<file path="src/rtl/uart_tx_scheduler_pkg.sv">
// Shared constants and types for the UART TX scheduler:
// port map, config bit layout, FSM states and line config.
package uart_tx_scheduler_pkg;

   localparam logic [15:0] DATA_PORT_ADDR = 16'h0000;
   localparam logic [15:0] CFG_PORT_ADDR  = 16'h0001;
   localparam logic [15:0] STAT_PORT_ADDR = 16'h0002;

   localparam int CFG_BAUD_LSB = 0;
   localparam int CFG_BAUD_MSB = 3;
   localparam int CFG_EIGHT    = 4;
   localparam int CFG_PEN      = 5;
   localparam int CFG_OHEL     = 6;
   localparam int CFG_INTEN    = 7;

   typedef enum logic [1:0] {
      ST_IDLE,
      ST_LOAD,
      ST_WAIT_BUSY,
      ST_WAIT_DONE
   } tx_state_e;

   typedef struct packed {
      logic [3:0] baud;
      logic       eight;
      logic       pen;
      logic       ohel;
   } line_cfg_t;

   localparam line_cfg_t LINE_CFG_RST = '{
      baud:  4'h0,
      eight: 1'b1,
      pen:   1'b0,
      ohel:  1'b0
   };

   function automatic line_cfg_t cfg_decode(input logic [7:0] b);
      line_cfg_t c;
      c.baud  = b[CFG_BAUD_MSB:CFG_BAUD_LSB];
      c.eight = b[CFG_EIGHT];
      c.pen   = b[CFG_PEN];
      c.ohel  = b[CFG_OHEL];
      return c;
   endfunction

endpackage

</file>
<file path="src/rtl/uart_tx_scheduler_sync_fifo.sv">
// Small synchronous FIFO; a push while full is still taken
// when a pop happens in the same cycle.
module sync_fifo
   import uart_tx_scheduler_pkg::*;
#(
   parameter int W     = 8,
   parameter int DEPTH = 8
) (
   input  logic                    clk_i,
   input  logic                    rst_i,
   input  logic                    push_i,
   input  logic                    pop_i,
   input  logic [W-1:0]            data_i,
   output logic [W-1:0]            data_o,
   output logic                    full_o,
   output logic                    empty_o,
   output logic [$clog2(DEPTH):0]  count_o
);

   localparam int AW = $clog2(DEPTH);
   localparam logic [AW:0] FULL_CNT = (AW+1)'(DEPTH);

   logic [W-1:0]  mem_q [DEPTH];
   logic [AW-1:0] wptr_q, wptr_d;
   logic [AW-1:0] rptr_q, rptr_d;
   logic [AW:0]   cnt_q, cnt_d;
   logic          do_push, do_pop;

   assign full_o  = (cnt_q == FULL_CNT);
   assign empty_o = (cnt_q == '0);
   assign count_o = cnt_q;
   assign data_o  = mem_q[rptr_q];
   assign do_pop  = pop_i && !empty_o;
   assign do_push = push_i && (!full_o || do_pop);

   // pointer and occupancy next-state
   always_comb begin
      wptr_d = wptr_q;
      rptr_d = rptr_q;
      cnt_d  = cnt_q;
      if (do_push) wptr_d = wptr_q + 1'b1;
      if (do_pop)  rptr_d = rptr_q + 1'b1;
      unique case ({do_push, do_pop})
         2'b10:   cnt_d = cnt_q + 1'b1;
         2'b01:   cnt_d = cnt_q - 1'b1;
         default: cnt_d = cnt_q;
      endcase
   end

   // pointer and occupancy registers
   always_ff @(posedge clk_i) begin
      if (rst_i) begin
         wptr_q <= '0;
         rptr_q <= '0;
         cnt_q  <= '0;
      end else begin
         wptr_q <= wptr_d;
         rptr_q <= rptr_d;
         cnt_q  <= cnt_d;
      end
   end

   // storage; contents are don't-care while empty
   always_ff @(posedge clk_i) begin
      if (do_push) mem_q[wptr_q] <= data_i;
   end

endmodule

</file>
<file path="src/rtl/uart_tx_scheduler.sv">
// Buffers processor bytes and paces them into the UART TX
// engine one frame at a time, with shadowed line config.
module uart_tx_scheduler
   import uart_tx_scheduler_pkg::*;
#(
   parameter int          DEPTH     = 8,
   parameter int          LOW_WATER = 2,
   parameter logic [15:0] DATA_PORT = DATA_PORT_ADDR,
   parameter logic [15:0] CFG_PORT  = CFG_PORT_ADDR,
   parameter logic [15:0] STAT_PORT = STAT_PORT_ADDR
) (
   input  logic        clk,
   input  logic        reset,
   input  logic [15:0] port_id,
   input  logic        write_strobe,
   input  logic [15:0] out_port,
   output logic [15:0] in_port,
   input  logic        interrupt_ack,
   output logic        interrupt,
   input  logic        tx_rdy,
   output logic        tx_load,
   output logic [7:0]  tx_data,
   output logic [3:0]  baud_sel,
   output logic        eight,
   output logic        pen,
   output logic        ohel
);

   localparam int CW = $clog2(DEPTH) + 1;
   localparam logic [CW-1:0] LW_HI = CW'(LOW_WATER + 1);

   logic          data_wr, cfg_wr, stat_wr;
   logic          fifo_full, fifo_empty, pop;
   logic [7:0]    fifo_head;
   logic [CW-1:0] fifo_count;
   tx_state_e     state_q, state_d;
   line_cfg_t     shadow_q, shadow_d;
   line_cfg_t     line_q, line_d;
   logic          int_en_q, int_en_d;
   logic          pend_q, pend_d;
   logic          ovf_q, ovf_d;
   logic          irq_q, irq_d;
   logic [7:0]    txd_q, txd_d;
   logic          apply, irq_set;
   logic [31:0]   cnt_ext;
   logic [3:0]    cnt_disp;
   logic          unused_hi;

   assign data_wr   = write_strobe && (port_id == DATA_PORT);
   assign cfg_wr    = write_strobe && (port_id == CFG_PORT);
   assign stat_wr   = write_strobe && (port_id == STAT_PORT);
   assign unused_hi = ^out_port[15:8];

   sync_fifo #(
      .W     (8),
      .DEPTH (DEPTH)
   ) u_fifo (
      .clk_i   (clk),
      .rst_i   (reset),
      .push_i  (data_wr),
      .pop_i   (pop),
      .data_i  (out_port[7:0]),
      .data_o  (fifo_head),
      .full_o  (fifo_full),
      .empty_o (fifo_empty),
      .count_o (fifo_count)
   );

   // launch sequencer; config application beats a launch
   always_comb begin
      state_d = state_q;
      apply   = 1'b0;
      pop     = 1'b0;
      unique case (state_q)
         ST_IDLE: begin
            if (tx_rdy && pend_q) begin
               apply = 1'b1;
            end else if (tx_rdy && !fifo_empty) begin
               state_d = ST_LOAD;
            end
         end
         ST_LOAD: begin
            pop     = !reset;
            state_d = ST_WAIT_BUSY;
         end
         ST_WAIT_BUSY: begin
            if (!tx_rdy) state_d = ST_WAIT_DONE;
         end
         ST_WAIT_DONE: begin
            if (tx_rdy) state_d = ST_IDLE;
         end
         default: state_d = ST_IDLE;
      endcase
   end

   assign tx_load = pop;
   assign irq_set = int_en_q && pop && !data_wr
                    && (fifo_count == LW_HI);

   // config shadow, status flags, interrupt and data latch
   always_comb begin
      shadow_d = shadow_q;
      int_en_d = int_en_q;
      pend_d   = pend_q;
      line_d   = line_q;
      ovf_d    = ovf_q;
      irq_d    = irq_q;
      txd_d    = txd_q;
      if (cfg_wr) begin
         shadow_d = cfg_decode(out_port[7:0]);
         int_en_d = out_port[CFG_INTEN];
         pend_d   = 1'b1;
      end else if (apply) begin
         pend_d   = 1'b0;
      end
      if (apply) line_d = shadow_q;
      if (stat_wr) begin
         ovf_d = 1'b0;
      end else if (data_wr && fifo_full && !pop) begin
         ovf_d = 1'b1;
      end
      if (irq_set) begin
         irq_d = 1'b1;
      end else if (interrupt_ack) begin
         irq_d = 1'b0;
      end
      if (state_q == ST_IDLE && state_d == ST_LOAD) begin
         txd_d = fifo_head;
      end
   end

   // all control state, cleared by synchronous reset
   always_ff @(posedge clk) begin
      if (reset) begin
         state_q  <= ST_IDLE;
         shadow_q <= LINE_CFG_RST;
         line_q   <= LINE_CFG_RST;
         int_en_q <= 1'b0;
         pend_q   <= 1'b0;
         ovf_q    <= 1'b0;
         irq_q    <= 1'b0;
         txd_q    <= 8'h00;
      end else begin
         state_q  <= state_d;
         shadow_q <= shadow_d;
         line_q   <= line_d;
         int_en_q <= int_en_d;
         pend_q   <= pend_d;
         ovf_q    <= ovf_d;
         irq_q    <= irq_d;
         txd_q    <= txd_d;
      end
   end

   // status word with count saturated to four bits
   always_comb begin
      cnt_ext  = 32'(fifo_count);
      cnt_disp = (cnt_ext > 32'd15) ? 4'hF : cnt_ext[3:0];
      in_port  = 16'h0000;
      if (port_id == STAT_PORT) begin
         in_port = {8'h00, irq_q, ovf_q, fifo_empty,
                    fifo_full, cnt_disp};
      end
   end

   assign interrupt = irq_q;
   assign tx_data   = txd_q;
   assign baud_sel  = line_q.baud;
   assign eight     = line_q.eight;
   assign pen       = line_q.pen;
   assign ohel      = line_q.ohel;

endmodule

</file>
<file path="config.mk">
export PLATFORM = sky130hd
export DESIGN_NAME = uart_tx_scheduler
export DESIGN_NICKNAME = d
export VERILOG_FILES = /design/src/rtl/uart_tx_scheduler_pkg.sv /design/src/rtl/uart_tx_scheduler_sync_fifo.sv /design/src/rtl/uart_tx_scheduler.sv
export SDC_FILE = /design/constraint.sdc
export NUM_CORES = 1
export LEC_CHECK = 0
export BUFFER_PORTS_ARGS = -buffer_cell sky130_fd_sc_hd__buf_2
export CAP_MARGIN = 15
export CORE_ASPECT_RATIO = 0.9
export CORE_MARGIN = 8
export CORE_UTILIZATION = 51
export DETAILED_ROUTE_END_ITERATION = 6
export PLACE_DENSITY = 0.87
export SLEW_MARGIN = 20
export SYNTH_ARGS = -nofsm -noshare
export SYNTH_HDL_FRONTEND = slang
export SYNTH_HIERARCHICAL = 1
export SYNTH_SLANG_ARGS = --single-unit
</file>
<file path="constraint.sdc">
create_clock -name clk -period 2.95 [get_ports clk]
set_clock_uncertainty 0.2 [all_clocks]
set_input_delay 0.295 -clock clk [delete_from_list [all_inputs] [get_ports clk]]
set_output_delay 0.295 -clock clk [all_outputs]
set_load 0.05 [all_outputs]
</file>
==> results of run 1 <==
path summary, 6_finish.rpt:
kind,to,slack (ps)
setup / recovery,u_fifo/count_o[3]$_SDFFE_PP0P_,240
hold / removal,u_fifo/mem_q[3][6]$_DFFE_PP_,20
setup reg to reg,u_fifo/count_o[3]$_SDFFE_PP0P_,240
hold reg to reg,baud_sel[2]$_SDFFE_PP0P_,260
layout make-up:
class / instances / area (sq um) / area share [%]
repair buffers: 68 / 383 / 7.47
multi-input cells: 196 / 1610 / 31.5
clock inverters: 2 / 15.0 / 0.293
clock buffers: 14 / 204 / 3.98
well taps: 119 / 149 / 2.91
flip-flops and latches: 105 / 2740 / 53.5
inverters: 4 / 15.0 / 0.293
flip-flops by register name (all words and copies together) (netlist names), 2 cells and up, named ones only:
name and count:
u_fifo/mem_q 64, tx_data 8, shadow_q 7, baud_sel 4, u_fifo/count_o 4, u_fifo/rptr_q 3
u_fifo/wptr_q 3, state_q 2
worst reg2reg max path, stage by stage (launching register included):
cell and delay [ps]:
sky130_fd_sc_hd__dfxtp_1 400, sky130_fd_sc_hd__or3_1 530, sky130_fd_sc_hd__o21ai_2 230, sky130_fd_sc_hd__or2_2 170, sky130_fd_sc_hd__inv_1 60, sky130_fd_sc_hd__ha_1 310
sky130_fd_sc_hd__a21oi_1 280, sky130_fd_sc_hd__nor4bb_1 240, sky130_fd_sc_hd__o21bai_1 110, sky130_fd_sc_hd__a31oi_1 120
stage by stage:
step	cell area, sq um	power (uW)	cells
6_report	5120	2550	508
5_1_grt	5120	2630	508
4_1_cts	5120	2560	508
3_5_place_dp	4880	1660	490
3_3_place_gp	4880	1660	490
2_1_floorplan	4530	1630	329
timing repair:
item	in CTS	in global routing
hold endpoints to repair	2	0
resized for setup	0	0
hold buffers	2	0
synth_stat cells (all sizes together), types with 5 or more instances:
library cell,n
dfxtp,41
mux2,8
and2,10
nand2b,5
nand3,11
o21ai,10
mux2i,11
buf,15
nor2,27
nor3,6
clkbuf,9
mux4,16
edfxtp,64
a21oi,17
nand2,22
cells by family after synthesis:
group	after synthesis
DFF	105
and+or+nand+nor	103
AOI/OAI and AO/OA	38
muxes	35
buffers and inverters	28
xor gates and xnor gates	7
adders and majority gates	5
other	1
where the power goes:
group          total (uW)  switching, uW  internal [uW]
Sequential           1550        0.00156           1550
Combinational        81.7           61.1           20.6
Clock                 915            462            453
Total                2550            523           2030
routing by layer:
metal / vias to the layer above / global-route usage (%)
met5: - / 0
met4: 0 / 6.94
met3: 17 / 4.66
met2: 77 / 26.5
met1: 1372 / 18.2
li1: 1306 / -
cells in the final DEF (no fill, tap or decap), types with 2 or more instances in the layout:
cell | netlist | layout
sky130_fd_sc_hd__nor3_1 | 6 | 6
sky130_fd_sc_hd__nand2_1 | 22 | 22
sky130_fd_sc_hd__buf_4 | 8 | 13
sky130_fd_sc_hd__and3_1 | 3 | 3
sky130_fd_sc_hd__mux4_1 | 10 | 10
sky130_fd_sc_hd__mux4_2 | 6 | 6
sky130_fd_sc_hd__nor4bb_1 | 2 | 2
sky130_fd_sc_hd__o211ai_1 | 3 | 3
sky130_fd_sc_hd__xnor2_1 | 3 | 3
sky130_fd_sc_hd__nor2_1 | 27 | 27
sky130_fd_sc_hd__nand4b_1 | 2 | 2
sky130_fd_sc_hd__nand3b_1 | 2 | 2
sky130_fd_sc_hd__o21ai_0 | 7 | 7
sky130_fd_sc_hd__and2_1 | 10 | 10
sky130_fd_sc_hd__conb_1 | 1 | 8
sky130_fd_sc_hd__edfxtp_1 | 64 | 64
sky130_fd_sc_hd__dlygate4sd3_1 | 0 | 2
sky130_fd_sc_hd__buf_2 | 3 | 53
sky130_fd_sc_hd__dfxtp_1 | 41 | 41
sky130_fd_sc_hd__mux2_2 | 8 | 8
sky130_fd_sc_hd__nor4_4 | 3 | 3
sky130_fd_sc_hd__xor2_1 | 4 | 4
sky130_fd_sc_hd__clkbuf_8 | 0 | 13
sky130_fd_sc_hd__inv_1 | 4 | 4
sky130_fd_sc_hd__nand3_1 | 11 | 11
sky130_fd_sc_hd__ha_1 | 4 | 4
sky130_fd_sc_hd__nand2b_1 | 5 | 5
sky130_fd_sc_hd__mux2i_1 | 11 | 11
sky130_fd_sc_hd__a21oi_1 | 17 | 17
==> qor.log, run 1 <==
INFO  finish         final_nets=426
INFO  finish         layout-drive-gt1-share=27.5%
INFO  global_routing grt_max_degree=41
INFO  worst_hold_path worstHoldStart=out_port[6]
INFO  route          routed_wirelength=9330um
INFO  setup_path     timing.critical_path.buf_inv=1
INFO  timing         final.setup.worst_slack=240ps
INFO  logic_synthesis synth.yosys.seq_area_share=61.1%
INFO  floorplan      floorplan.die.height=105um
INFO  logic_synthesis post_synth_num_cell_types=53
INFO  timing         max_slew.worst_pin.slew=766ps
INFO  logic_synthesis yosys_register_bits=105
INFO  job            cap_violations=0
INFO  global_routing antenna_violations_before_repair=0
INFO  timing         unrepaired_setup_endpoints_after_global_routing=false
INFO  placed_design  place.port_buffers=53
INFO  finish         finish.utilization=59.8%
INFO  route          wl_met2=4780um
INFO  logic_synthesis muxShareOfSynthArea=13.3%
INFO  outcome        status=finished clean
INFO  route          topRoutingLayerUsed=met4
INFO  route          wl_per_cell=18.4um
INFO  finish         insertedDiodeCount=0
INFO  power_and_ir_drop power_density=497nW/um^2
INFO  setup_path     setup.worst_path.class=flip-flop to flip-flop
INFO  logic_synthesis post_synthesis_share_of_cell_area_spent_on_full_adders_half_adders_and_majority_gates=1.56%
INFO  logic_synthesis synth_top_family_by_area=multiplexers
INFO  clock_tree     numCtsBuffers=9
INFO  floorplan      floorplan.initialDensity=52.4%
INFO  timing         total_setup_violations_reported_at_the_end_of_the_flow=0
INFO  logic_synthesis ys.flop_type=sky130_fd_sc_hd__edfxtp_1
INFO  setup_path     crit_chain=or3_1, o21ai_2, or2_2, inv_1, ha_1, a21oi_1, nor4bb_1, o21bai_1, a31oi_1
INFO  route          wl_met1=3790um
INFO  clock_tree     postCtsSetupBuffers=0
INFO  route          drcViolationCount=0
INFO  setup_path     crit_path_max_incr_delay=530ps
INFO  clock_tree     cts_htree_levels=3
INFO  placed_design  post-dp-hpwl=6490um
INFO  setup_path     worst_setup_path_startpoint=u_fifo/count_o[1]$_SDFFE_PP0P_
INFO  clock_tree     cts.root.buffer_cell=sky130_fd_sc_hd__clkbuf_8
INFO  placed_design  place_worst_setup_slack=211ps
INFO  timing         drv_slew=0
INFO  setup_path     rr_worst_depth=9
INFO  route          dr.pass1.iters=5
INFO  logic_synthesis syn-cell-area=4490squm
INFO  setup_path     required=3060ps
INFO  power_and_ir_drop leakage=0.00192uW
INFO  timing         slew_headroom=48.9%
INFO  logic_synthesis synthArstFlopShare=0%
INFO  logic_synthesis synth_compound_area_share=5.68%
INFO  floorplan      design.die.area=12100squm
INFO  logic_synthesis yosys_warnings=6
INFO  finish         n_fill_cell=648
INFO  clock_tree     clock_latency_late_sink=370ps
INFO  setup_path     critical_path_end_type=flip-flop
INFO  clock_tree     numClockSinks=105
INFO  logic_synthesis syn-instance-count=322
INFO  global_routing number_of_global_route_vias_before_repair=2861
INFO  clock_tree     ctsLongestPathBuffers=2
INFO  setup_path     cp.arrival=2820ps
INFO  setup_path     cpMaxStageDelayCell=sky130_fd_sc_hd__or3_1
INFO  timing         fin_crit_sh=91.9%
INFO  global_routing grtUsageTotal=15.8%
INFO  floorplan      number_of_core_rows=32
INFO  route          routed-via-count=2772
INFO  route          viasPerCell=5.46
INFO  setup_path     critPathLaunchType=flip-flop
INFO  setup_path     timing.critical_path.depth=9
INFO  logic_synthesis synthDominantAreaCellType=sky130_fd_sc_hd__edfxtp_1
INFO  setup_path     critPathMaxFanout=9
INFO  logic_synthesis post_synth_xor_area_fraction=1.37%
INFO  finish         layout-area-overhead-vs-synth=14.1%
INFO  timing         fin_crit=2710ps
INFO  route          drt.antenna.violating_nets=0
INFO  clock_tree     clk_transition_reported_paths=100ps
INFO  timing         setup_total_negative_slack=0ps
INFO  placed_design  place_congestion=0.728
INFO  logic_synthesis synth_top_cells_by_area=sky130_fd_sc_hd__edfxtp_1 43%, sky130_fd_sc_hd__dfxtp_1 18%, sky130_fd_sc_hd__mux4_1 5.9%, sky130_fd_sc_hd__mux4_2 3.0%, sky130_fd_sc_hd__mux2i_1 2.5%
INFO  clock_tree     tritoncts_clock_tree=done
INFO  timing         maxClockFrequency=0.369GHz
INFO  setup_path     crit_family=simple AND/OR/NAND/NOR gates
INFO  global_routing grt_pass1_wl=14500um
INFO  logic_synthesis syn_avg_cell_area=13.9squm
INFO  logic_synthesis post_synthesis_share_of_cell_area_spent_on_and_or_nand_and_nor_gates=13.1%
INFO  worst_hold_path min-delay-path-class=input pin to flip-flop
INFO  timing         timing_hold_violations_final=0
INFO  logic_synthesis synth-edff-count=64
INFO  floorplan      io-pin-count=70
INFO  global_routing global_route.overflow_total=0
INFO  power_and_ir_drop irDropWorstVdd=0.290mV
INFO  worst_hold_path holdPathStages=1
INFO  route          wl_met3=536um
INFO  floorplan      core=8570squm
INFO  timing         hold_ws=19.7ps
INFO  setup_path     r2r_start=u_fifo/count_o[1]$_SDFFE_PP0P_
INFO  route          detailedRoute.firstIterationViolations=224
INFO  logic_synthesis synthDominantCellAreaShare=42.8%
INFO  floorplan      dieWidth=115um
Power figures use the tool's default switching activity.
==> run 2: changes to the inputs <==
BUFFER_PORTS_ARGS = -buffer_cell sky130_fd_sc_hd__clkbuf_2   (was -buffer_cell sky130_fd_sc_hd__buf_2)
==> qor.log, run 2 (same netlist as run 1, synthesis figures left out) <==
INFO  outcome        status=finished clean
INFO  floorplan      number_of_core_rows=32
INFO  placed_design  place_worst_setup_slack=232ps
INFO  finish         mostFrequentLayoutCell=sky130_fd_sc_hd__edfxtp_1
INFO  setup_path     setup.worst_path.class=input pin to flip-flop
INFO  route          drcViolationCount=0
INFO  clock_tree     clock_latency_late_sink=360ps
INFO  timing         fin_crit_sh=91.4%
INFO  placed_design  place.port_buffers=53
INFO  power_and_ir_drop power_density=501nW/um^2
INFO  clock_tree     numClockSinks=105
INFO  setup_path     required=3040ps
INFO  finish         flip_flop_count_of_the_largest_register_after_layout=64
INFO  timing         timing_hold_violations_final=0
INFO  floorplan      floorplan.initialDensity=52.4%
INFO  setup_path     critPathMaxFanout=4
INFO  floorplan      design.die.area=12100squm
INFO  clock_tree     tritoncts_clock_tree=done
INFO  finish         insertedDiodeCount=0
INFO  route          routed-via-count=2796
INFO  route          detailedRoute.firstIterationViolations=211
INFO  clock_tree     cts.root.buffer_cell=sky130_fd_sc_hd__clkbuf_8
INFO  route          drt.antenna.violating_nets=0
INFO  finish         layout-drive-gt1-share=27.2%
INFO  route          viasPerCell=5.50
INFO  clock_tree     postCtsSetupBuffers=0
INFO  timing         final.setup.worst_slack=254ps
INFO  floorplan      floorplan.die.height=105um
INFO  global_routing grtUsageTotal=15.9%
INFO  route          routed_wirelength=9220um
INFO  finish         seqCellArea=2740squm
INFO  finish         final_cell_mix=64 x sky130_fd_sc_hd__edfxtp_1, 53 x sky130_fd_sc_hd__clkbuf_2, 41 x sky130_fd_sc_hd__dfxtp_1, 27 x sky130_fd_sc_hd__nor2_1, 22 x sky130_fd_sc_hd__nand2_1
INFO  timing         setup_total_negative_slack=0ps
INFO  timing         maxClockFrequency=0.371GHz
INFO  setup_path     critical_path_end_type=flip-flop
INFO  timing         total_setup_violations_reported_at_the_end_of_the_flow=0
INFO  worst_hold_path min-delay-path-class=input pin to flip-flop
INFO  floorplan      core=8570squm
INFO  clock_tree     ctsLongestPathBuffers=2
INFO  finish         multi_input_gate_area=1620squm
INFO  route          wl_per_cell=18.1um
INFO  placed_design  placedInstanceArea=4880squm
INFO  placed_design  post-dp-hpwl=6330um
INFO  power_and_ir_drop leakage=0.00189uW
INFO  route          dr.pass1.iters=4
INFO  global_routing number_of_global_route_vias_before_repair=2873
INFO  finish         final_design_area_no_fill=5120squm
INFO  timing         drv_slew=0
INFO  global_routing grt_max_degree=41
INFO  clock_tree     cts_htree_levels=3
INFO  floorplan      dieWidth=115um
INFO  finish         max_flop_register=u_fifo/mem_q
INFO  placed_design  place_congestion=0.729
INFO  timing         slew_headroom=51.4%
INFO  timing         hold_ws=28.8ps
INFO  finish         layout-area-overhead-vs-synth=14.0%
INFO  global_routing antenna_violations_before_repair=0
INFO  global_routing global_route.overflow_total=0
INFO  finish         final_nets=426
INFO  global_routing grt_pass1_wl=14600um
INFO  setup_path     critPathLaunchType=input pin
INFO  clock_tree     clk_transition_reported_paths=90ps
INFO  job            cap_violations=0
INFO  finish         n_fill_cell=641
INFO  floorplan      io-pin-count=70
INFO  timing         max_slew.worst_pin.slew=728ps
INFO  timing         unrepaired_setup_endpoints_after_global_routing=false
INFO  timing         fin_crit=2700ps
INFO  setup_path     cp.arrival=2790ps
INFO  power_and_ir_drop irDropWorstVdd=0.247mV
INFO  clock_tree     numCtsBuffers=9
[run 2: cell types whose count changed in the layout (fill, tap and decap cells not counted), sizes merged]
cell      previous run  this run
buf                 66        13
bufinv               0         2
clkbuf              14        63
clkinv               1         3
clkinvlp             0         1
inv                  5         4
[run 2: layout make-up]
class | count | area share [%]
Sequential cell | 105 | 53.6
Inverter | 4 | 0.293
Multi-Input combinational cell | 196 | 31.6
Clock inverter | 6 | 1.61
Tap cell | 119 | 2.91
Clock buffer | 10 | 2.49
Timing Repair Buffer | 68 | 7.48
[run 2: final timing paths]
check	from	endpoint	slack, ps	depth (start not counted)
worst max register to register	u_fifo/count_o[1]$_SDFFE_PP0P_	u_fifo/count_o[3]$_SDFFE_PP0P_	300	9
worst min register to register	shadow_q[5]$_SDFFE_PP0P_	baud_sel[2]$_SDFFE_PP0P_	260	2
worst max-delay path	write_strobe	u_fifo/count_o[3]$_SDFFE_PP0P_	250	11
worst min-delay path	out_port[6]	u_fifo/mem_q[2][6]$_DFFE_PP_	30	1
[run 2: critical path: stages]
cell	delay (ps)
sky130_fd_sc_hd__dlygate4sd3_1	530
sky130_fd_sc_hd__clkbuf_2	120
sky130_fd_sc_hd__nor2b_1	250
sky130_fd_sc_hd__nor3b_1	260
sky130_fd_sc_hd__or2_2	180
sky130_fd_sc_hd__inv_1	60
sky130_fd_sc_hd__ha_1	310
sky130_fd_sc_hd__a21oi_1	280
sky130_fd_sc_hd__nor4bb_1	260
sky130_fd_sc_hd__o21bai_1	110
sky130_fd_sc_hd__a31oi_1	120
[run 2: power breakdown]
part,internal (uW),switching [uW]
clock network,473,459
logic,20.5,62.0
registers,1550,0.00146
[run 2: layer usage]
metal | vias up | routed length [um] | GRT usage [%]
met4 | 0 | 156 | 6.65
met2 | 96 | 4800 | 26.6
met1 | 1375 | 3600 | 18.4
met3 | 14 | 660 | 4.83
met5 | - | 0 | 0
li1 | 1311 | - | -
[run 2: metrics by stage]
step | util [%] | cells | total power (uW)
2_1_floorplan | - | 329 | 1630
3_3_place_gp | 57.0 | 490 | 1660
3_5_place_dp | 57.0 | 490 | 1670
4_1_cts | 59.7 | 508 | 2580
5_1_grt | 59.7 | 508 | 2650
6_report | 59.7 | 508 | 2570
[run 2: what timing repair did]
action | in CTS | in global routing
resized for setup | 0 | 1
hold buffers | 2 | 0
endpoints found under the setup margin | 0 | 1
hold endpoints to repair | 2 | 0
==> run 3: changes to the inputs <==
CELL_PAD_IN_SITES_DETAIL_PLACEMENT = 1   (was default)
CELL_PAD_IN_SITES_GLOBAL_PLACEMENT = 2   (was default)
CORE_UTILIZATION = 35   (was 51)
PLACE_DENSITY = 0.86   (was 0.87)
==> qor.log, run 3 (same netlist as run 1, synthesis figures left out) <==
INFO  clock_tree     cts_htree_levels=3
INFO  route          dr.pass1.iters=4
INFO  setup_path     timing.critical_path.depth=9
INFO  finish         final_cell_mix=64 x sky130_fd_sc_hd__edfxtp_1, 53 x sky130_fd_sc_hd__clkbuf_2, 41 x sky130_fd_sc_hd__dfxtp_1, 27 x sky130_fd_sc_hd__nor2_1, 22 x sky130_fd_sc_hd__nand2_1
INFO  floorplan      number_of_core_rows=39
INFO  setup_path     critPathLaunchType=flip-flop
INFO  power_and_ir_drop irDropWorstVdd=0.284mV
INFO  route          routed-via-count=2761
INFO  floorplan      io-pin-count=70
INFO  route          detailedRoute.firstIterationViolations=143
INFO  setup_path     crit_chain=or3_1, o21ai_2, or2_2, inv_1, ha_1, a21oi_1, nor4bb_1, o21bai_1, a31oi_1
INFO  power_and_ir_drop total_power=3050uW
INFO  route          routed_wirelength=10200um
INFO  timing         unrepaired_setup_endpoints_after_global_routing=false
INFO  setup_path     crit_family=simple AND/OR/NAND/NOR gates
INFO  power_and_ir_drop leakage=0.00198uW
INFO  setup_path     setup.worst_path.class=flip-flop to flip-flop
INFO  finish         max_flop_register=u_fifo/mem_q
INFO  placed_design  place_congestion=0.733
INFO  finish         flip_flop_count_of_the_largest_register_after_layout=64
INFO  setup_path     critical_path_end_type=flip-flop
INFO  floorplan      floorplan.initialDensity=35.7%
INFO  finish         mostFrequentLayoutCell=sky130_fd_sc_hd__edfxtp_1
INFO  clock_tree     tritoncts_clock_tree=done
INFO  global_routing global_route.overflow_total=0
INFO  setup_path     critPathMaxFanout=9
INFO  timing         total_setup_violations_reported_at_the_end_of_the_flow=0
INFO  timing         drv_slew=0
INFO  clock_tree     numCtsBuffers=9
INFO  setup_path     rr_worst_depth=9
INFO  clock_tree     numClockSinks=105
INFO  setup_path     r2r_start=u_fifo/count_o[1]$_SDFFE_PP0P_
INFO  setup_path     timing.critical_path.buf_inv=1
INFO  timing         timing_hold_violations_final=0
INFO  power_and_ir_drop power_density=570nW/um^2
INFO  timing         slew_headroom=51.9%
INFO  setup_path     required=3020ps
INFO  route          wl_per_cell=18.4um
INFO  timing         fin_crit=2800ps
INFO  finish         layout-area-overhead-vs-synth=19.0%
INFO  global_routing number_of_global_route_vias_before_repair=3056
INFO  placed_design  place.port_buffers=53
INFO  route          viasPerCell=4.97
INFO  timing         maxClockFrequency=0.357GHz
INFO  setup_path     crit_path_max_incr_delay=460ps
INFO  timing         max_slew.worst_pin.slew=720ps
INFO  setup_path     worst_setup_path_startpoint=u_fifo/count_o[1]$_SDFFE_PP0P_
INFO  global_routing antenna_violations_before_repair=0
INFO  finish         n_fill_cell=1324
INFO  setup_path     setup.reg_to_reg.worst_slack=150ps
INFO  job            cap_violations=0
INFO  outcome        status=finished clean
INFO  global_routing grt_pass1_wl=16500um
INFO  setup_path     cpMaxStageDelayCell=sky130_fd_sc_hd__or3_1
INFO  clock_tree     clk_transition_reported_paths=70ps
INFO  global_routing grt_max_degree=41
INFO  finish         final_design_area_no_fill=5350squm
INFO  clock_tree     ctsLongestPathBuffers=2
INFO  floorplan      dieWidth=135um
INFO  clock_tree     cts.root.buffer_cell=sky130_fd_sc_hd__clkbuf_16
INFO  setup_path     cp.arrival=2870ps
INFO  timing         fin_crit_sh=95.0%
INFO  floorplan      core=12600squm
INFO  setup_path     worstReg2RegEnd=u_fifo/count_o[3]$_SDFFE_PP0P_
INFO  setup_path     worst_setup_path_endpoint=u_fifo/count_o[3]$_SDFFE_PP0P_
INFO  floorplan      floorplan.die.height=123um
INFO  placed_design  placedInstanceArea=4960squm
INFO  worst_hold_path min-delay-path-class=input pin to flip-flop
INFO  finish         insertedDiodeCount=0
INFO  route          drt.antenna.violating_nets=0
INFO  finish         layout-drive-gt1-share=27.9%
INFO  finish         final_nets=429
INFO  route          drcViolationCount=0
INFO  placed_design  post-dp-hpwl=7190um
INFO  global_routing grtUsageTotal=13.0%
INFO  timing         setup_total_negative_slack=0ps
INFO  clock_tree     clock_latency_late_sink=340ps
INFO  floorplan      design.die.area=16700squm
-- run 3: cell count changes in the layout (fill, tap and decap cells not counted), sizes merged --
cell	delta
buf	+3
bufinv	+2
clkinv	-2
clkinvlp	-1
-- run 3: cell type report --
cell class,count,area (sq um),area share (%)
Inverter,4,15.0,0.281
Timing Repair Buffer,71,405,7.58
Clock buffer,10,229,4.28
Clock inverter,5,129,2.41
Sequential cell,105,2740,51.3
Tap cell,164,205,3.84
Multi-Input combinational cell,196,1620,30.3
-- run 3: per-layer routing --
metal | GRT usage, % | routed length [um] | vias up
met1 | 16.1 | 4730 | 1377
met4 | 3.95 | 117 | 0
met3 | 4.55 | 569 | 9
met2 | 20.9 | 4810 | 61
li1 | - | - | 1314
met5 | 0 | 0 | -
-- run 3: power breakdown --
| group | switching (uW) | internal (uW) |
|---|---|---|
| combinational | 63.4 | 20.5 |
| clock | 501 | 912 |
| sequential | 0.00138 | 1550 |
| total | 564 | 2480 |
-- run 3: metrics by stage --
| stage | hold slack (ps) | std cells | utilization (%) | setup slack, ps |
|---|---|---|---|---|
| finish | 65.4 | 555 | 42.5 | 148 |
| global route | 63.7 | 555 | 42.5 | 24.0 |
| CTS | 58.2 | 555 | 42.4 | 103 |
| detailed placement | 248 | 538 | 39.4 | 57.3 |
| global placement | 247 | 538 | 39.4 | 197 |
| floorplan | 168 | 329 | - | 44.5 |
-- run 3: repair_timing --
action                                  4_1_cts  5_1_grt
endpoints found under the hold margin         2        0
endpoints found under the setup margin        0        1
hold buffers                                  2        0
buffers inserted                              0        0
gates resized for setup                       0        1
-- run 3: how the worst min path moves through the flow --
stage / to / from / cells past startpoint
2_1_floorplan: u_fifo/count_o[1]$_SDFFE_PP0P_ / reset / 1
3_3_place_gp: shadow_q[2]$_SDFFE_PP1P_ / shadow_q[2]$_SDFFE_PP1P_ / 1
3_5_place_dp: baud_sel[1]$_SDFFE_PP0P_ / shadow_q[4]$_SDFFE_PP0P_ / 2
4_1_cts: u_fifo/mem_q[0][4]$_DFFE_PP_ / out_port[4] / 1
5_1_grt: u_fifo/mem_q[0][4]$_DFFE_PP_ / out_port[4] / 1
6_report: u_fifo/mem_q[5][1]$_DFFE_PP_ / out_port[1] / 1
